[src/rtl/uart_irq_scheduler.sv]
// UART interrupt scheduler: sticky source latching, clear sequencing, 16550 priority
// encoding into a registered IIR code and irq line, plus the rx character timeout.
module uart_irq_scheduler #(
    parameter int TOUT_W = 10
) (
    input  logic              clk,
    input  logic              rst_n,
    input  logic [3:0]        ier,
    input  logic              baud_tick,
    input  logic [TOUT_W-1:0] tout_limit,
    input  logic              rx_ready,
    input  logic              rx_push,
    input  logic              rbr_rd,
    input  logic              tx_empty,
    input  logic              thr_wr,
    input  logic              lsr_err,
    input  logic              lsr_rd,
    input  logic              msr_change,
    input  logic              msr_rd,
    input  logic              iir_rd,
    output logic              irq,
    output logic [3:0]        iir,
    output logic              timeout_flag
);

    logic              ls_pend, ms_pend, thre_pend, to_pend;
    logic              tx_empty_q, ier1_q;
    logic [TOUT_W-1:0] cnt;

    logic              rx_clr, thre_set, thre_clr, to_hit;
    logic              ls_m, rx_m, to_m, th_m, ms_m;
    logic [3:0]        iir_d;
    logic              irq_d;

    // Any rx activity or an empty receiver restarts the character timeout.
    assign rx_clr   = ~rx_ready | rx_push | rbr_rd;
    assign to_hit   = rx_ready & (tout_limit != '0) & (cnt == tout_limit);
    assign thre_set = (tx_empty & ~tx_empty_q) | (ier[1] & ~ier1_q & tx_empty);
    // Clear on IIR read uses the registered code the host actually saw.
    assign thre_clr = thr_wr | (iir_rd & (iir == 4'b0010));

    always_comb begin
        ls_m  = ls_pend & ier[2];
        rx_m  = rx_ready & ier[0];
        to_m  = to_pend & ier[0];
        th_m  = thre_pend & ier[1];
        ms_m  = ms_pend & ier[3];
        irq_d = ls_m | rx_m | to_m | th_m | ms_m;
        iir_d = 4'b0001;
        if (ls_m)      iir_d = 4'b0110;
        else if (rx_m) iir_d = 4'b0100;
        else if (to_m) iir_d = 4'b1100;
        else if (th_m) iir_d = 4'b0010;
        else if (ms_m) iir_d = 4'b0000;
    end

    always_ff @(posedge clk or negedge rst_n) begin
        if (!rst_n) begin
            ls_pend    <= 1'b0;
            ms_pend    <= 1'b0;
            thre_pend  <= 1'b0;
            to_pend    <= 1'b0;
            tx_empty_q <= 1'b0;
            ier1_q     <= 1'b0;
            cnt        <= '0;
            iir        <= 4'b0001;
            irq        <= 1'b0;
        end else begin
            tx_empty_q <= tx_empty;
            ier1_q     <= ier[1];

            if (lsr_err)     ls_pend <= 1'b1;
            else if (lsr_rd) ls_pend <= 1'b0;

            if (msr_change)  ms_pend <= 1'b1;
            else if (msr_rd) ms_pend <= 1'b0;

            if (thre_set)      thre_pend <= 1'b1;
            else if (thre_clr) thre_pend <= 1'b0;

            if (rx_clr)
                cnt <= '0;
            else if (baud_tick && cnt < tout_limit)
                cnt <= cnt + TOUT_W'(1);

            if (rx_clr)      to_pend <= 1'b0;
            else if (to_hit) to_pend <= 1'b1;

            iir <= iir_d;
            irq <= irq_d;
        end
    end

    assign timeout_flag = to_pend;

endmodule

[config.mk]
export PLATFORM = sky130hd
export DESIGN_NAME = uart_irq_scheduler
export DESIGN_NICKNAME = d
export VERILOG_FILES = /design/src/rtl/uart_irq_scheduler.sv
export SDC_FILE = /design/constraint.sdc
export NUM_CORES = 1
export LEC_CHECK = 0
export ABC_AREA = 0
export BUFFER_PORTS_ARGS = -buffer_cell sky130_fd_sc_hd__buf_2
export CAP_MARGIN = 15
export CORE_MARGIN = 2
export CORE_UTILIZATION = 52
export DETAILED_ROUTE_END_ITERATION = 7
export PLACE_DENSITY = 0.89
export SLEW_MARGIN = 30
export SYNTH_ARGS = -nofsm -noshare
export SYNTH_HDL_FRONTEND = slang
export SYNTH_SLANG_ARGS = --single-unit
[constraint.sdc]
create_clock -name clk -period 2.52 [get_ports clk]
set_input_delay 0.378 -clock clk [delete_from_list [all_inputs] [get_ports clk]]
set_output_delay 0.378 -clock clk [all_outputs]
set_load 0.005 [all_outputs]
Word-level counts from Yosys, hierarchy flattened
Index checks and enable logic that the tools add are counted.
{"block": "word_totals", "reg_bits": 21, "latch_bits": 0, "ramBits": 0, "romBits": 0, "mem_count": 0}
{"block": "op_classes", "addsub": 1, "mul": 0, "n_div": 0, "n_lt_le_gt_ge": 1, "n_eq_ne": 2, "shift": 0, "muxes": 15, "bitwise": 22, "reduce_logical": 7}
{"cell": "two-way mux 10 bit", "count": 2}
{"cell": "two-way mux 4 bit", "count": 3}
{"cell": "AND 1 bit", "count": 11}
{"cell": "adder 10 x 1 -> 10 bit (second input constant)", "count": 1}
{"cell": "equality test 10 bit", "count": 1}
{"cell": "less-than comparator 10 bit", "count": 1}
{"cell": "nonzero test 10 bit", "count": 1}
{"cell": "nonzero test 2 bit", "count": 5}
{"cell": "two-way mux 1 bit", "count": 9}
{"cell": "bitwise OR 1 bit", "count": 8}
{"cell": "equality test 4 x 2 -> 1 bit (second input constant)", "count": 1}
{"cell": "NOT 1 bit", "count": 3}
{"cell": "two-way mux 2 bit", "count": 1}
{"cell": "logical AND 1 bit", "count": 1}

Longest topological paths before layout
Gate-level depths: netlist of run 1.
{"block": "logic_depth", "ltp_word": 6, "depth_mapped": 7}

Worst setup path after synthesis of run 1
OpenSTA, ideal clock, no wires.
{"block": "synth_timing", "path_type": "input port to flip-flop", "start": "input port tout_limit[7]", "end": "register cnt[2]", "setup_ns": 0.120, "t_arrival_ns": 1.706, "path_slack_ns": 0.694, "path_stages": 7, "cell_sequence": "inv_1 > ha_1 > a211oi_2 > o211ai_1 > a211oi_4 > a21oi_1 > a31o_1"}
{"block": "synth_via", "elab_chain_len": 3}
{"item": "start: declaration", "line_no": "10", "source": "input logic [TOUT_W-1:0] tout_limit,"}
{"item": "less-than comparator 10 bit", "line_no": "83", "source": "else if (baud_tick && cnt < tout_limit)"}
{"item": "logical AND 1 bit", "line_no": "83"}
{"item": "nonzero test 2 bit (no source line)"}
{"item": "end signal: assignment", "line_no": "84", "source": "cnt <= cnt + TOUT_W'(1);"}
{"item": "end: declaration", "line_no": "28", "source": "logic [TOUT_W-1:0] cnt;"}
Every way passes these cells.
A chain may end at the register's enable or synchronous reset.

Final worst setup path of run 1
{"block": "layout_timing", "start": "register cnt[7]", "end": "register cnt[2]"}
{"block": "layout_via", "elab_chain_len": 3}
{"item": "less-than comparator 10 bit", "line_no": "83"}
{"item": "logical AND 1 bit", "line_no": "83"}
{"item": "nonzero test 2 bit (no source line)"}
Every way passes these cells.

==> impl_metrics.yaml, run 1 <==
synthesis:
  yosysWarnings: 0
  synth.yosys.seq_area_share: 0.419
  yosys.area.top_type: "dfrtp_1"
  synth_top_area_share: 0.398
  synth_fp_nets: 166
  synth_area_um2: 1260
  ys_types: 30
  synthTopCellsByArea: "dfrtp_1, ha_1, inv_1, nand2_1, nor2_1"
  synthCells: 128
  synth.avg_cell_area_um2: 9.82
  synth-seq-cells: 21
power_and_ir_drop:
  netSwitchingFraction: 0.254
  p_sw_mw: 0.152
  pwr-share-clk: 0.268
  p_leak_nw: 0.743
  peakVddDrop_mv: 0.447
  power_mw: 0.597
  p_comb_frac: 0.136
  p_per_area_nw_per_um2: 404
  p_int_mw: 0.446
  power_frac_seq: 0.596
sta:
  slew_violations: 0
  hold_viol_final: 0
  tightest_slew_ns: 0.451
  fin_tns_setup_ns: 0
  rsz0062_at_grt: "no"
  fin_skew_ns: 0.00520
  fmax_mhz: 490
  slew-limit-headroom: 0.700
  post-route-period-util: 0.809
  setup_viol: 0
  fin_crit_ns: 2.04
routing:
  drtIter0Drc: 26
  antenna_left: 0
  vias_per_cell: 5.52
  drt_pre_antenna_iters: 4
  drc_errors: 0
  wirelength_um: 2590
  vias: 1055
  routedWlPerCell_um: 13.5
clock_tree:
  tritoncts: "built"
  clockBufferDepth: 2
  cts_root_buf: "clkbuf_4"
  clkLatencyLatePin_ns: 0.30
  htree_levels: 1
  clkTransAtPathRegs_ns: 0.12
  hold_buffers: 0
  numCtsBuffers: 3
  clkSinkCount: 21
  postCtsResizedCells: 0
  cts_setup_buffers: 0
cells_and_area:
  postLayoutCellArea_um2: 1480
  syn2layout_area_growth_pct: 17.4
  finalNonFillerCells: 191
  final_cell_mix: "buf_2, dfrtp_1, inv_1"
  nets: 202
  fillCellCount: 188
  drive_gt1_frac: 0.276
  layout_commonest_cell: "buf_2"
  n_antenna_cell: 0
  utilization: 0.655
critical_path:
  cp_max_fo: 8
  cp-endpoint: "cnt[2]"
  slowest_delay_ns: 0.45
  cp_slowest_cell: "dfrtp_1"
  critPathArrivalTime_ns: 2.24
  r2r_cells: 6
  end_kind: "flip-flop"
  critPathLaunch: "cnt[7]"
  r2r-start: "cnt[7]"
  worstPathRequired_ns: 2.72
  crit_path_cell_trace: "ha_1 -> a211oi_2 -> o211ai_1 -> a211oi_4 -> a21oi_1 -> a31o_1"
  r2r_end: "cnt[2]"
  path_class: "flip-flop to flip-flop"
  critPathLaunchType: "flip-flop"
  rrSetupSlack_ns: 0.48
placed_design:
  portBuffers: 32
  gp_congestion: 0.850
  place_inst: 187
  dp_hpwl_um: 2120
  place_area_um2: 1450
grt:
  grt_usage: 0.217
  grt_pass1_wl_um: 4500
  grt_pass1_vias: 1041
  antenna_found_initial: 0
  grt_overflow: 0
  grt_max_degree: 22
run_status:
  outcome: "complete, no violations"
min_path:
  min_path_type: "input port to async pin"
floorplan:
  die_w_um: 53.2
  placementRows: 17
  ios: 33
  initial_core_util: 0.558
  dieArea_um2: 2830
  core_um2: 2250
  die_y_um: 53.2
run:
  maxCapViolCount: 0
[metrics by stage]
stage	setup WS, ns	hold slack, ns
floorplan	0.694	0.0824
global placement	0.519	0.339
global route	0.341	0.0341
CTS	0.492	0.0104
detailed placement	0.423	0.350
finish	0.480	0.00619
[synthesized netlist by cell type]
| cell type | number |
|---|---|
| a31o_1 | 2 |
| o2111ai_2 | 1 |
| nor4_1 | 2 |
| nand2_1 | 13 |
| clkbuf_1 | 1 |
| nand2b_1 | 4 |
| ha_1 | 11 |
| a211oi_2 | 2 |
| a221o_1 | 1 |
| nand4_1 | 6 |
| and3_1 | 2 |
| a211oi_4 | 2 |
| mux2i_1 | 4 |
| nor4b_1 | 1 |
| o21ai_2 | 1 |
| nor2_1 | 11 |
| a2111oi_2 | 2 |
| o21ai_0 | 3 |
| and2_1 | 1 |
| nor3_1 | 1 |
| o211ai_1 | 1 |
| dfrtp_1 | 20 |
| xnor2_1 | 4 |
| a32o_1 | 1 |
| dfstp_2 | 1 |
| a21oi_1 | 5 |
| inv_1 | 17 |
| a21o_1 | 2 |
| and4_1 | 1 |
| nand3_1 | 5 |
[worst max-delay path, delay by kind of cell, from the launching register on]
kind / cells / cell delay, ns
AO/OA/AOI/OAI: 5 / 1.16
adder cells (fa/ha/maj): 1 / 0.34
flip-flops: 1 / 0.45
[layer usage]
| metal | up-vias | track usage | part of all wire |
|---|---|---|---|
| met5 | - | 0 | 0 |
| met4 | 0 | 0.0342 | 0 |
| met3 | 0 | 0.0395 | 0.039 |
| met2 | 39 | 0.396 | 0.52 |
| met1 | 496 | 0.270 | 0.44 |
| li1 | 520 | - | - |
[how the worst min path moves through the flow]
stage,startpoint,endpoint,depth (start not counted),slack [ns]
floorplan,rst_n,cnt[0],0,0.08
global placement,rst_n,cnt[7],1,0.34
detailed placement,rst_n,cnt[7],1,0.35
CTS,rst_n,irq,1,0.01
global route,rst_n,cnt[7],1,0.03
finish,rst_n,ls_pend,1,0.006
[logic make-up (layout without fill, tap and decap cells)]
family,after synthesis,after routing,synth area share
flops,21,21,0.419
compound gates,23,23,0.174
mux,4,4,0.0318
xor+xnor,4,4,0.0279
buf+inv,18,53,0.0537
fa+ha+maj,11,11,0.109
simple gates,47,47,0.184
[power groups by stage]
| stage | combinational (mW) | clock, mW | sequential (mW) |
|---|---|---|---|
| final | 0.0811 | 0.160 | 0.356 |
| after floorplan | 0.0373 | 0 | 0.362 |
| after CTS | 0.0815 | 0.165 | 0.356 |
| after global routing | 0.0924 | 0.177 | 0.358 |
| after detailed placement | 0.0812 | 0 | 0.362 |
| after global placement | 0.0768 | 0 | 0.362 |
[registers in the layout, indices dropped and copies added, names as in the netlist]
register,flops
ls_pend,1
thre_pend,1
ms_pend,1
tx_empty_q,1
ier1_q,1
irq,1
cnt,10
iir,4
timeout_flag,1
[final cells by class]
cell class | instances | area (µm²) | share of cell area
Multi-Input combinational cell | 89 | 663 | 0.449
Sequential cell | 21 | 527 | 0.357
Timing Repair Buffer | 32 | 160 | 0.108
Inverter | 17 | 63.8 | 0.0432
Tap cell | 28 | 35.0 | 0.0237
Clock buffer | 3 | 22.5 | 0.0153
Clock inverter | 1 | 5.00 | 0.00339
Power figures use the tool's default switching activity.
==> run 2: changes to the inputs <==
--- a/config.mk
+++ b/config.mk
@@ -9,9 +9,9 @@
 export BUFFER_PORTS_ARGS = -buffer_cell sky130_fd_sc_hd__buf_2
 export CAP_MARGIN = 15
 export CORE_MARGIN = 2
-export CORE_UTILIZATION = 52
+export CORE_UTILIZATION = 47
 export DETAILED_ROUTE_END_ITERATION = 7
-export PLACE_DENSITY = 0.89
+export PLACE_DENSITY = 0.85
 export SLEW_MARGIN = 30
 export SYNTH_ARGS = -nofsm -noshare
 export SYNTH_HDL_FRONTEND = slang
==> constraint.sdc (replaced) <==
create_clock -name clk -period 1.7 [get_ports clk]
set_input_delay 0.255 -clock clk [delete_from_list [all_inputs] [get_ports clk]]
set_output_delay 0.255 -clock clk [all_outputs]
set_load 0.005 [all_outputs]
==> run 2 against run 1 <==
Compared with the run above: the flow now finishes with violations (setup timing); count of clock-buffer cells in the layout did not move; sequential cell count stayed put; critical path depth is 2 higher; clock skew is 0.00053 ns higher; global-route usage is 1.2 points higher; hold slack better by 0.043 ns; power up 59%; sequential share of layout area is 6.9 points lower; critical endpoint is now cnt[9].
==> impl_metrics.yaml, run 2 (synthesized netlist as in run 1, its figures left out) <==
critical_path:
  cp_max_fo: 3
  path_class: "flip-flop to flip-flop"
  worstPathRequired_ns: 1.91
  critPathArrivalTime_ns: 2.23
  critPathLaunchType: "flip-flop"
  end_kind: "flip-flop"
clock_tree:
  numCtsBuffers: 3
  clkTransAtPathRegs_ns: 0.13
  clockBufferDepth: 2
  cts_root_buf: "clkbuf_4"
  clkLatencyLatePin_ns: 0.32
  htree_levels: 1
  clkSinkCount: 21
  tritoncts: "built"
cells_and_area:
  nets: 228
  top_regs: "cnt x10, iir x4"
  final_cell_mix: "buf_2, buf_4, dfrtp_1"
  drive_gt1_frac: 0.429
  syn2layout_area_growth_pct: 45.8
  n_antenna_cell: 0
  fillCellCount: 172
  utilization: 0.733
  regMostFlops: "cnt"
  largest_reg_flops: 10
  layout_commonest_cell: "buf_2"
power_and_ir_drop:
  peakVddDrop_mv: 0.441
  p_per_area_nw_per_um2: 518
  p_sw_mw: 0.263
  p_leak_nw: 0.878
  pwr-share-clk: 0.269
  netSwitchingFraction: 0.277
  power_frac_seq: 0.557
  p_int_mw: 0.687
  p_comb_frac: 0.175
grt:
  grt_overflow: 0
  antenna_found_initial: 0
  grt_max_degree: 22
  grt_pass1_vias: 1238
  grt_usage: 0.229
  grt_pass1_wl_um: 5430
routing:
  drt_pre_antenna_iters: 5
  routedWlPerCell_um: 16.6
  drc_errors: 0
  wirelength_um: 3630
  vias_per_cell: 5.68
  vias: 1244
  drtIter0Drc: 31
  antenna_left: 0
sta:
  hold_slack_ns: 0.0493
  slew-limit-headroom: 0.689
  fin_crit_ns: 2.03
  hold_viol_final: 0
  layout_setup_ws_ns: -0.328
  fin_skew_ns: 0.00573
  rsz0062_at_grt: "yes"
  post-route-period-util: 1.19
  fmax_mhz: 493
  setup_viol: 11
  slew_violations: 0
  tightest_slew_ns: 0.466
min_path:
  min_path_type: "input port to flip-flop"
floorplan:
  die_w_um: 55.7
  placementRows: 18
  initial_core_util: 0.503
  ios: 33
  dieArea_um2: 3110
  core_um2: 2500
  die_y_um: 55.7
placed_design:
  gp_congestion: 0.847
  dp_hpwl_um: 2390
  place_ws_ns: -0.222
  portBuffers: 32
run_status:
  outcome: "finished, violations left"
  violations: "setup timing"
run:
  maxCapViolCount: 0
## run 2: final timing paths
path	start	depth (start not counted)	to	slack [ns]
max in group asynchronous	rst_n	2	iir[0]	0.93
worst max-delay path	cnt[7]	8	cnt[9]	-0.33
worst min-delay path	tx_empty	1	tx_empty_q	0.05
worst max register to register	cnt[7]	8	cnt[9]	-0.33
worst min register to register	ls_pend	1	ls_pend	0.50
min in group asynchronous	rst_n	2	cnt[7]	0.42
## run 2: layout make-up
type	count	area, µm²	share of cell area
Sequential cell	21	527	0.287
Clock buffer	3	22.5	0.0123
Multi-Input combinational cell	89	808	0.441
Inverter	17	63.8	0.0348
Tap cell	30	37.5	0.0205
Clock inverter	1	5.00	0.00273
Timing Repair Buffer	58	369	0.201
## run 2: what timing repair did
action / 4_1_cts / 5_1_grt
buffers inserted: 2 / 3
gates resized for setup: 9 / 8
endpoints found under the setup margin: 10 / 11
hold buffers: 1 / 0
hold endpoints to repair: 20 / 0
pin swaps: 9 / 14
## run 2: metrics by stage
| step | area (µm²) | setup TNS (ns) | instances | total power, mW |
|---|---|---|---|---|
| final | 1830 | -2.72 | 219 | 0.950 |
| after global routing | 1830 | -3.08 | 219 | 0.999 |
| after CTS | 1750 | -1.26 | 216 | 0.941 |
| after detailed placement | 1620 | -1.67 | 209 | 0.680 |
| after global placement | 1620 | -1.11 | 209 | 0.670 |
| after floorplan | 1280 | -0.205 | 128 | 0.595 |
## run 2: metal layers
metal	global-route usage	vias to the layer above	wire length, µm
met1	0.260	581	1320
li1	-	570	-
met5	0	-	0
met3	0.0395	19	221
met2	0.422	74	1960
met4	0.0906	0	123
## run 2: power groups by stage
stage	clock (mW)	sequential, mW	combinational (mW)
floorplan	0	0.537	0.0576
global placement	0	0.537	0.133
CTS	0.257	0.529	0.155
global route	0.286	0.531	0.182
detailed placement	0	0.538	0.142
finish	0.255	0.529	0.166
## run 2: worst max-delay path, stage by stage (launching register included)
cell       delay (ns)
dfrtp_1          0.44
ha_4             0.29
buf_4            0.11
nand4_1          0.21
a211oi_4         0.34
buf_6            0.18
a2111oi_4        0.06
xnor2_1          0.20
nor2_1           0.08
